==> src/rtl/pim_pkg.sv <==
// Shared PIM definitions: ALU op encodings, sequencer state encoding and a
// reference ALU function for the 32-bit datapath.
package pim_pkg;

    localparam logic [1:0] OP_ADD = 2'b00;
    localparam logic [1:0] OP_SUB = 2'b01;
    localparam logic [1:0] OP_AND = 2'b10;
    localparam logic [1:0] OP_OR  = 2'b11;

    localparam int unsigned PIM_DW = 32;

    typedef enum logic [2:0] {
        IDLE  = 3'd0,
        RD_A  = 3'd1,
        RD_B  = 3'd2,
        CAP_B = 3'd3,
        EXEC  = 3'd4,
        WB    = 3'd5
    } seq_state_e;

    // Combinational PIM ALU behaviour; carry and borrow are dropped.
    function automatic logic [PIM_DW-1:0] pim_alu(input logic [1:0]        op,
                                                  input logic [PIM_DW-1:0] a,
                                                  input logic [PIM_DW-1:0] b);
        case (op)
            OP_ADD:  return a + b;
            OP_SUB:  return a - b;
            OP_AND:  return a & b;
            default: return a | b;
        endcase
    endfunction

endpackage

==> src/rtl/pim_op_sequencer.sv <==
// Single-command PIM op sequencer: read A, read B, execute on the external ALU,
// write the result back. One command in flight, six cycles per command.
module pim_op_sequencer
    import pim_pkg::*;
#(
    parameter int unsigned DATA_WIDTH = 32,
    parameter int unsigned ADDR_WIDTH = 8,
    parameter int unsigned CNT_WIDTH  = 16
) (
    input  logic                  clk,
    input  logic                  rst,
    input  logic                  cmd_valid,
    output logic                  cmd_ready,
    input  logic [1:0]            cmd_op,
    input  logic [ADDR_WIDTH-1:0] cmd_src_a,
    input  logic [ADDR_WIDTH-1:0] cmd_src_b,
    input  logic [ADDR_WIDTH-1:0] cmd_dst,
    output logic [ADDR_WIDTH-1:0] mem_addr,
    output logic                  mem_we,
    output logic [DATA_WIDTH-1:0] mem_wdata,
    input  logic [DATA_WIDTH-1:0] mem_rdata,
    output logic [DATA_WIDTH-1:0] alu_a,
    output logic [DATA_WIDTH-1:0] alu_b,
    output logic [1:0]            alu_op,
    input  logic [DATA_WIDTH-1:0] alu_result,
    output logic                  done,
    output logic                  busy,
    output logic [CNT_WIDTH-1:0]  op_count
);

    seq_state_e r_state;
    seq_state_e w_state_next;

    logic [1:0]            r_op;
    logic [ADDR_WIDTH-1:0] r_src_a;
    logic [ADDR_WIDTH-1:0] r_src_b;
    logic [ADDR_WIDTH-1:0] r_dst;
    logic [DATA_WIDTH-1:0] r_opa;
    logic [DATA_WIDTH-1:0] r_opb;
    logic [DATA_WIDTH-1:0] r_res;
    logic [ADDR_WIDTH-1:0] r_mem_addr;
    logic [DATA_WIDTH-1:0] r_alu_a;
    logic [DATA_WIDTH-1:0] r_alu_b;
    logic [1:0]            r_alu_op;
    logic [CNT_WIDTH-1:0]  r_op_count;

    logic                  w_accept;
    logic [ADDR_WIDTH-1:0] w_mem_addr;
    logic [DATA_WIDTH-1:0] w_alu_a;
    logic [DATA_WIDTH-1:0] w_alu_b;
    logic [1:0]            w_alu_op;

    assign w_accept = cmd_valid && (r_state == IDLE);

    always_ff @(posedge clk) begin
        if (rst) begin
            r_state <= IDLE;
        end else begin
            r_state <= w_state_next;
        end
    end

    always_comb begin
        w_state_next = r_state;
        unique case (r_state)
            IDLE:    w_state_next = w_accept ? RD_A : IDLE;
            RD_A:    w_state_next = RD_B;
            RD_B:    w_state_next = CAP_B;
            CAP_B:   w_state_next = EXEC;
            EXEC:    w_state_next = WB;
            WB:      w_state_next = IDLE;
            default: w_state_next = IDLE;
        endcase
    end

    // Address and ALU inputs are driven in their own states and hold otherwise.
    always_comb begin
        cmd_ready  = 1'b0;
        busy       = 1'b1;
        mem_we     = 1'b0;
        done       = 1'b0;
        w_mem_addr = r_mem_addr;
        w_alu_a    = r_alu_a;
        w_alu_b    = r_alu_b;
        w_alu_op   = r_alu_op;
        unique case (r_state)
            IDLE: begin
                cmd_ready = 1'b1;
                busy      = 1'b0;
            end
            RD_A:  w_mem_addr = r_src_a;
            RD_B:  w_mem_addr = r_src_b;
            CAP_B: ;
            EXEC: begin
                w_alu_a  = r_opa;
                w_alu_b  = r_opb;
                w_alu_op = r_op;
            end
            WB: begin
                w_mem_addr = r_dst;
                mem_we     = 1'b1;
                done       = 1'b1;
            end
            default: ;
        endcase
    end

    always_ff @(posedge clk) begin
        if (rst) begin
            r_op       <= '0;
            r_src_a    <= '0;
            r_src_b    <= '0;
            r_dst      <= '0;
            r_opa      <= '0;
            r_opb      <= '0;
            r_res      <= '0;
            r_mem_addr <= '0;
            r_alu_a    <= '0;
            r_alu_b    <= '0;
            r_alu_op   <= '0;
            r_op_count <= '0;
        end else begin
            r_mem_addr <= w_mem_addr;
            r_alu_a    <= w_alu_a;
            r_alu_b    <= w_alu_b;
            r_alu_op   <= w_alu_op;
            if (w_accept) begin
                r_op    <= cmd_op;
                r_src_a <= cmd_src_a;
                r_src_b <= cmd_src_b;
                r_dst   <= cmd_dst;
            end
            if (r_state == RD_B) begin
                r_opa <= mem_rdata;
            end
            if (r_state == CAP_B) begin
                r_opb <= mem_rdata;
            end
            if (r_state == EXEC) begin
                r_res <= alu_result;
            end
            if (r_state == WB) begin
                r_op_count <= r_op_count + CNT_WIDTH'(1);
            end
        end
    end

    assign mem_addr  = w_mem_addr;
    assign mem_wdata = r_res;
    assign alu_a     = w_alu_a;
    assign alu_b     = w_alu_b;
    assign alu_op    = w_alu_op;
    assign op_count  = r_op_count;

endmodule

==> config.mk <==
export PLATFORM = sky130hd
export DESIGN_NAME = pim_op_sequencer
export DESIGN_NICKNAME = d
export VERILOG_FILES = /design/src/rtl/pim_pkg.sv /design/src/rtl/pim_op_sequencer.sv
export SDC_FILE = /design/constraint.sdc
export NUM_CORES = 1
export LEC_CHECK = 0
export BUFFER_PORTS_ARGS = -buffer_cell sky130_fd_sc_hd__buf_2
export CAP_MARGIN = 20
export CORE_MARGIN = 1
export CORE_UTILIZATION = 40
export DETAILED_ROUTE_END_ITERATION = 12
export GPL_ROUTABILITY_DRIVEN = 0
export PLACE_DENSITY = 0.73
export SLEW_MARGIN = 20
export SYNTH_ARGS = -nofsm -noshare
export SYNTH_HDL_FRONTEND = slang
export SYNTH_SLANG_ARGS = --single-unit
export TNS_END_PERCENT = 10
==> constraint.sdc <==
create_clock -name clk -period 1.95 [get_ports clk]
set_input_delay 0.195 -clock clk [delete_from_list [all_inputs] [get_ports clk]]
set_output_delay 0.195 -clock clk [all_outputs]
set_load 0.02 [all_outputs]
* Word level (Yosys, flattened, before mapping)
Cells that the tools add are included.
W data, S select, Z words.
** Cells by class
- $add $sub $neg :: 1
- Multipliers :: 0
- Div/mod/pow operators :: 0
- Order comparisons :: 0
- Equal/unequal tests :: 5
- Shift-type cells :: 0
- Muxes and demuxes :: 9
- Bitwise gates (word level) :: 0
- Reduce and logical (&&, ||, !) cells :: 2
** Operators with widths (number)
- $mux W32 :: 2
- $pmux W8 S3 :: 1
- $add A16 B1 Y16 const B :: 1
- $pmux W3 S5 :: 1
- $eq A3 B2 Y1 const B :: 2
- $eq A3 B3 Y1 const B :: 2
- $mux W1 :: 4
- $eq A3 B1 Y1 const B :: 1
- $logic_not A3 Y1 :: 1
- $mux W2 :: 1
- $logic_and A1 B1 Y1 :: 1
** Storage, ports and cells
- Register bits :: 215
- Bits in latches :: 0
- Bits in writable memories :: 0
- Memory bits (read-only) :: 0
- Output and inout bits :: 126
- Memories :: 0

* Longest topological paths before layout
Gate-level depths: netlist of run 1.
- Word-level depth :: 4
- Mapped depth :: 7
- Mapped depth without buffers :: 5

* Worst setup path after synthesis of run 1
No wires, ideal clock.
- Path kind :: flip-flop to flip-flop
- Start :: reg r_op_count[2], in the netlist op_count[2]
- End :: reg r_op_count[11], in the netlist op_count[11]
- Setup time :: 70 ps
- Arrival :: 1600 ps
- Required time :: 1880 ps
- Setup slack :: 279 ps
- Cell stages (with the launch flop) :: 5
- Buffers on the path :: 0
- Path through :: dfxtp_1 > nand4_2 > or2_4 > or4_1 > a21oi_1
** Between the ends
- Word-level cells in the longest chain between the ends :: 1
** Ends and longest elaborated chain
- from (decl) :: RTL line pim_op_sequencer.sv:45 : logic [CNT_WIDTH-1:0] r_op_count;
- from (signal assigned) :: RTL line pim_op_sequencer.sv:143 : r_op_count <= r_op_count + CNT_WIDTH'(1);
- $add A16 B1 Y16 :: RTL line pim_op_sequencer.sv:143
No other way between the ends.
A chain may end at the register's enable or synchronous reset.

* Final worst setup path of run 1
- Start :: reg r_state[1]
- End :: out alu_b[11]
** Between the ends
- Word-level cells in the longest chain between the ends :: 2
** Ends and longest elaborated chain
- from (decl) :: RTL line pim_op_sequencer.sv:31 : seq_state_e r_state;
- from (signal assigned) :: RTL line pim_op_sequencer.sv:59 : r_state <= w_state_next;
- $eq A3 B3 Y1 :: RTL line pim_op_sequencer.sv:86 : unique case (r_state)
- $mux W32 :: RTL line pim_op_sequencer.sv:86
- to (decl) :: RTL line pim_op_sequencer.sv:23 : output logic [DATA_WIDTH-1:0] alu_b,
No other way between the ends.

==> out/metrics.csv, run 1 <==
metric,value,unit
finish.instance_area,12400,um2
max_clock_freq,470,MHz
numPortBuffers,218,
grt_pass1_wl,35900,um
fp.dieArea,21000,um2
gr-usage-met2,38.7,%
rsz0062_at_grt,true,
gr-usage-met3,2.96,%
tightest_slew,748,ps
setup_violations,74,
period_share,109,%
die_width,145,um
routed_wl,26400,um
clockBufferDepth,3,
layout_commonest_cell,nand2_1,
route.antenna.remaining_nets,0,
crit_path_start_kind,flop,
numCtsBuffers,24,
ys_types,44,
synth.yosys.seq_area_share,52.8,%
num_vias,8243,
antenna_found_initial,0,
wl_per_cell,16.1,um
pwr_density_cell,821,nW/um2
yosys-top-cells-area,"dfxtp_1 53%, nand2_1 21%, a21oi_1 12%",
syn_inst,1058,
grt_pass1_vias,7268,
pin_count,219,
overflow,0,
root_buffer,clkbuf_16,
synth_top_area_share,52.8,%
dp_hpwl,13900,um
synth-async-reset-ratio,0,%
drc,0,
relSlewSlack,50.1,%
hold_class,primary input to flop,
avgViaCountPerCell,5.02,
synth_edf_count,0,
crit_path_max_fanout,8,
cts_tree,built,
failed_checks,setup timing,
netlist_area,8150,um2
critPathCaptureType,primary output,
hold_depth,3,
grtUsageTotal,21.7,%
yosys.area.top_type,dfxtp_1,
die_y,145,um
critPathKind,flop to primary output,
h-tree-depth,1,
fin_skew,16.2,ps
initialDrtViolationCount,401,
dpl_cell_area,9570,um2
initial_core_util,41.3,%
clock_sinks,215,
syn_area_per_cell,7.70,um2
core-area,19700,um2
leakage,5.28,nW
reg2reg_depth,6,
antenna_cells,0,
yosys_warnings,0,
ir_drop,625,uV
holdWs,65.4,ps
rows,51,
mostFrequentLayoutCells,"367 x nand2_1, 212 x dfxtp_1, 195 x a21oi_1",
grt_busiest_layer,met2,
maxCapViolCount,0,
area_growth,52.1,%
outcome,"complete, but fails checks",
drive_above_1_share,29.7,%
grt_use_met1,26.8,%
clk_pin_slew,60,ps
worst-endpoint-required,1750,ps
synth-seq-cells,215,
synth_ff_type,dfxtp_1,
hold_viol_final,0,
syn_nets,1152,
fin_ws,-176,ps
fin_nets,1456,
slew_viol_final,0,
finalSetupTns,-9750,ps
layout_min_cycle_time,2130,ps
arrival,1930,ps
grt_max_degree,75,
drt-pass1-iter-count,5,
clk-insertion-delay-late,510,ps
[sequential cells by signal (all words and copies together), names as in the netlist]
name	cells
r_alu_a	32
r_mem_addr	8
r_src_b	8
r_opb	32
r_state	3
r_dst	8
mem_wdata	32
r_op	2
r_alu_b	32
r_src_a	8
op_count	16
r_alu_op	2
r_opa	32
[through the flow]
step | worst slack (ps) | util (%) | instances | power (W)
after CTS | -221 | 58.0 | 1625 | 0.0102
after floorplan | 279 | - | 1058 | 0.00519
after detailed placement | 197 | 48.5 | 1488 | 0.00552
after global placement | 220 | 48.5 | 1488 | 0.00551
final | -176 | 62.9 | 1643 | 0.0102
after global routing | -234 | 62.9 | 1643 | 0.0105
[synth_stat cells, drive strengths merged, types with 7 or more instances]
library cell  number
nand2            454
nand3              7
nor3b              8
o21ai              9
buf               22
nor2              13
dfxtp            215
o221a              7
o22a               7
nor2b             16
a21oi            195
clkbuf            54
[report_power, final]
part | switching, W | internal [W]
combinational | 0.000566 | 0.000504
sequential | 0.0000812 | 0.00452
clock | 0.00176 | 0.00275
[layer usage]
layer	vias up	part of all wire (%)
met5	-	0
met4	0	3.1
met3	53	5.2
met2	279	50
met1	3845	42
li1	4066	-
[critical path: stages (launching register included)]
cell       delay, ps
dfxtp_4          390
or3b_4           530
clkbuf_16        230
nand2_2           80
nand2_1           60
buf_6            130
[cells by family after synthesis]
| family | Yosys count | share of synthesized area [%] |
|---|---|---|
| compound gates | 223 | 14.8 |
| simple gates | 529 | 26.9 |
| buf+inv | 79 | 4.13 |
| mux | 1 | 0.138 |
| xor+xnor | 10 | 1.07 |
| flops | 215 | 52.8 |
| fa+ha+maj | 1 | 0.153 |
[path summary, 6_finish.rpt]
check | to | startpoint | slack [ps]
worst max-delay path | alu_b[11] | r_state[1] | -180
worst min-delay path | r_state[0] | cmd_valid | 70
worst min register to register | mem_wdata[12] | mem_wdata[12] | 450
worst max register to register | mem_wdata[1] | r_state[1] | 180
[layout make-up]
cell class | instances | area [um2]
Fill cell | 1586 | 7320
Sequential cell | 215 | 4320
Multi-Input combinational cell | 765 | 3990
Timing Repair Buffer | 353 | 2970
Clock buffer | 36 | 707
Tap cell | 265 | 332
Clock inverter | 6 | 82.6
Inverter | 3 | 11.3
[repair_timing]
action | CTS | global route
gates cloned | 4 | 9
resized for setup | 20 | 216
hold buffers | 90 | 0
setup buffers | 1 | 9
endpoints found under the hold margin | 122 | 0
pin swaps | 1 | 66
endpoints found under the setup margin | 74 | 74
Note: power is estimated with default switching activity, not from simulation.
==> run 2, diff against run 1 <==
--- a/config.mk
+++ b/config.mk
@@ -8,10 +8,10 @@
 export BUFFER_PORTS_ARGS = -buffer_cell sky130_fd_sc_hd__buf_2
 export CAP_MARGIN = 20
 export CORE_MARGIN = 1
-export CORE_UTILIZATION = 40
+export CORE_UTILIZATION = 31
 export DETAILED_ROUTE_END_ITERATION = 12
 export GPL_ROUTABILITY_DRIVEN = 0
-export PLACE_DENSITY = 0.73
+export PLACE_DENSITY = 0.61
 export SLEW_MARGIN = 20
 export SYNTH_ARGS = -nofsm -noshare
 export SYNTH_HDL_FRONTEND = slang
==> run 2 against run 1 <==
  * The flow still finishes with violations (setup timing)
  * Setup slack improved by 8.5 ps
  * Clock skew decreased by 2.0 ps
  * Final cell count up 4.4%
  * Hold slack got worse by 37 ps
  * First-iteration DRC count is 25% higher
  * Register-to-register slack lost 60 ps
  * Cell area is 0.93% higher
  * Critical path type unchanged
  * Critical endpoint is now alu_a[29]
==> out/metrics.csv, run 2 (synthesis gave the netlist of run 1 again) <==
metric,value,unit,change
worstReg2RegEnd,op_count[13],,
arrival,1920,ps,about the same
clockBufferDepth,3,,unchanged
routed_wl,27300,um,+3.5%
hold_viol_final,0,,unchanged
fin_skew,14.3,ps,-1.96 ps
max_clock_freq,472,MHz,+0.40%
r2r_slack,120,ps,-60 ps
slew_viol_final,0,,unchanged
hp-start,cmd_valid,,
die_width,164,um,+13%
tightest_slew,805,ps,+56.6 ps
antenna_found_initial,2,,+2
wl_met3,1320,um,-3.2%
wl_met2,13100,um,-0.38%
initial_core_util,32.0,%,-9.3 points
min_to,r_dst[2],,
cts_tree,built,,
fin_nets,1459,,+0.21%
highest_layer,met4,,
area_growth,53.5,%,
rows,58,,+14%
failed_checks,setup timing,,
dpl_cell_area,9610,um2,+0.43%
grtUsageTotal,18.0,%,-3.7 points
dp_hpwl,14900,um,+7.4%
drive_above_1_share,29.9,%,+0.18 points
pwr_density_cell,845,nW/um2,+2.9%
outcome,"complete, but fails checks",,
numPortBuffers,218,,unchanged
clk_pin_slew,60,ps,about the same
crit_path_start_kind,flop,,
wl_met1,12200,um,+9.6%
leakage,5.33,nW,+0.98%
fp.dieArea,26900,um2,+29%
r2r-start,r_state[0],,
avgViaCountPerCell,4.76,,-5.1%
grt_pass1_vias,7500,,+3.2%
worst-endpoint-required,1750,ps,about the same
critPathKind,flop to primary output,,
critPathCaptureType,primary output,,
num_vias,8166,,-0.93%
hold_class,primary input to flop,,
drt-pass1-iter-count,5,,unchanged
die_y,164,um,+13%
hold_depth,4,,+1
grt_pass1_wl,38900,um,+8.4%
reg2reg_depth,7,,+1
relSlewSlack,46.4,%,-3.8 points
core-area,25500,um2,+29%
root_buffer,clkbuf_16,,
rsz0062_at_grt,true,,
maxCapViolCount,0,,unchanged
setup_violations,74,,unchanged
period_share,109,%,-0.44 points
clk-insertion-delay-late,520,ps,about the same
crit_path_max_fanout,7,,-1
wl_per_cell,15.9,um,-0.86%
fin_ws,-167,ps,+8.55 ps
numCtsBuffers,25,,+4.2%
layout_min_cycle_time,2120,ps,-8.55 ps
route.antenna.remaining_nets,0,,unchanged
layout_commonest_cell,nand2_1,,
grt_max_degree,61,,-19%
drc,0,,unchanged
mostFrequentLayoutCells,"377 x nand2_1, 212 x dfxtp_1, 195 x a21oi_1",,
clock_sinks,215,,unchanged
initialDrtViolationCount,502,,+25%
finish.instance_area,12500,um2,+0.93%
overflow,0,,unchanged
total_power,0.0106,W,+3.8%
pin_count,219,,unchanged
dp_worst_setup_slack,165,ps,-32.0 ps
h-tree-depth,1,,unchanged
ir_drop,663,uV,+6.1%
-- run 2: final cells by class --
class                   count  area, um2
inverters                   3       13.8
flip-flops and latches    215       4320
well taps                 330        413
diodes                      2       5.00
repair buffers            354       2970
fillers                  2422      13000
clock buffers              36        757
multi-input cells         766       3940
clock inverters             9       95.1
-- run 2: how the worst max path moves through the flow --
stage | cells after the start | from | slack, ps | to
detailed placement | 5 | r_state[2] | 160 | alu_a[5]
floorplan | 4 | op_count[2] | 280 | op_count[11]
finish | 5 | r_state[0] | -170 | alu_a[29]
CTS | 5 | r_state[2] | -190 | alu_a[5]
global placement | 5 | r_state[2] | 170 | alu_a[7]
global route | 5 | r_state[0] | -230 | alu_b[28]
-- run 2: critical path: stages (launching register included) --
cell and delay [ps]:
dfxtp_4 380, or3b_4 520, clkbuf_16 240, nand2_4 70
nand2_2 50, buf_6 130
-- run 2: through the flow --
| step | TNS (ps) | hold WS (ps) | utilization [%] | std cells |
|---|---|---|---|---|
| finish | -9800 | 28.3 | 49.1 | 1715 |
| global route | -13520 | 60.6 | 49.1 | 1715 |
| CTS | -10630 | 10.4 | 45.5 | 1697 |
| detailed placement | 0 | 443 | 37.7 | 1551 |
| global placement | 0 | 438 | 37.7 | 1551 |
| floorplan | 0 | 331 | - | 1058 |
-- run 2: routing by layer --
| metal | track usage, % | up-vias |
|---|---|---|
| li1 | - | 4082 |
| met1 | 23.6 | 3814 |
| met2 | 30.2 | 224 |
| met3 | 2.70 | 46 |
| met4 | 5.85 | 0 |
| met5 | 0 | - |
-- run 2: report_power, final --
part | internal (W) | switching, W
logic | 0.000557 | 0.000589
registers | 0.00452 | 0.0000844
clock network | 0.00294 | 0.00188
-- run 2: repair_timing --
action                                 CTS  global route
endpoints found under the hold margin  122             0
gates resized for setup                 35           204
setup endpoints to repair               74            74
cloned                                   3            11
pin swaps                                5            50
buffers inserted                         8             5
hold buffers                            90             0
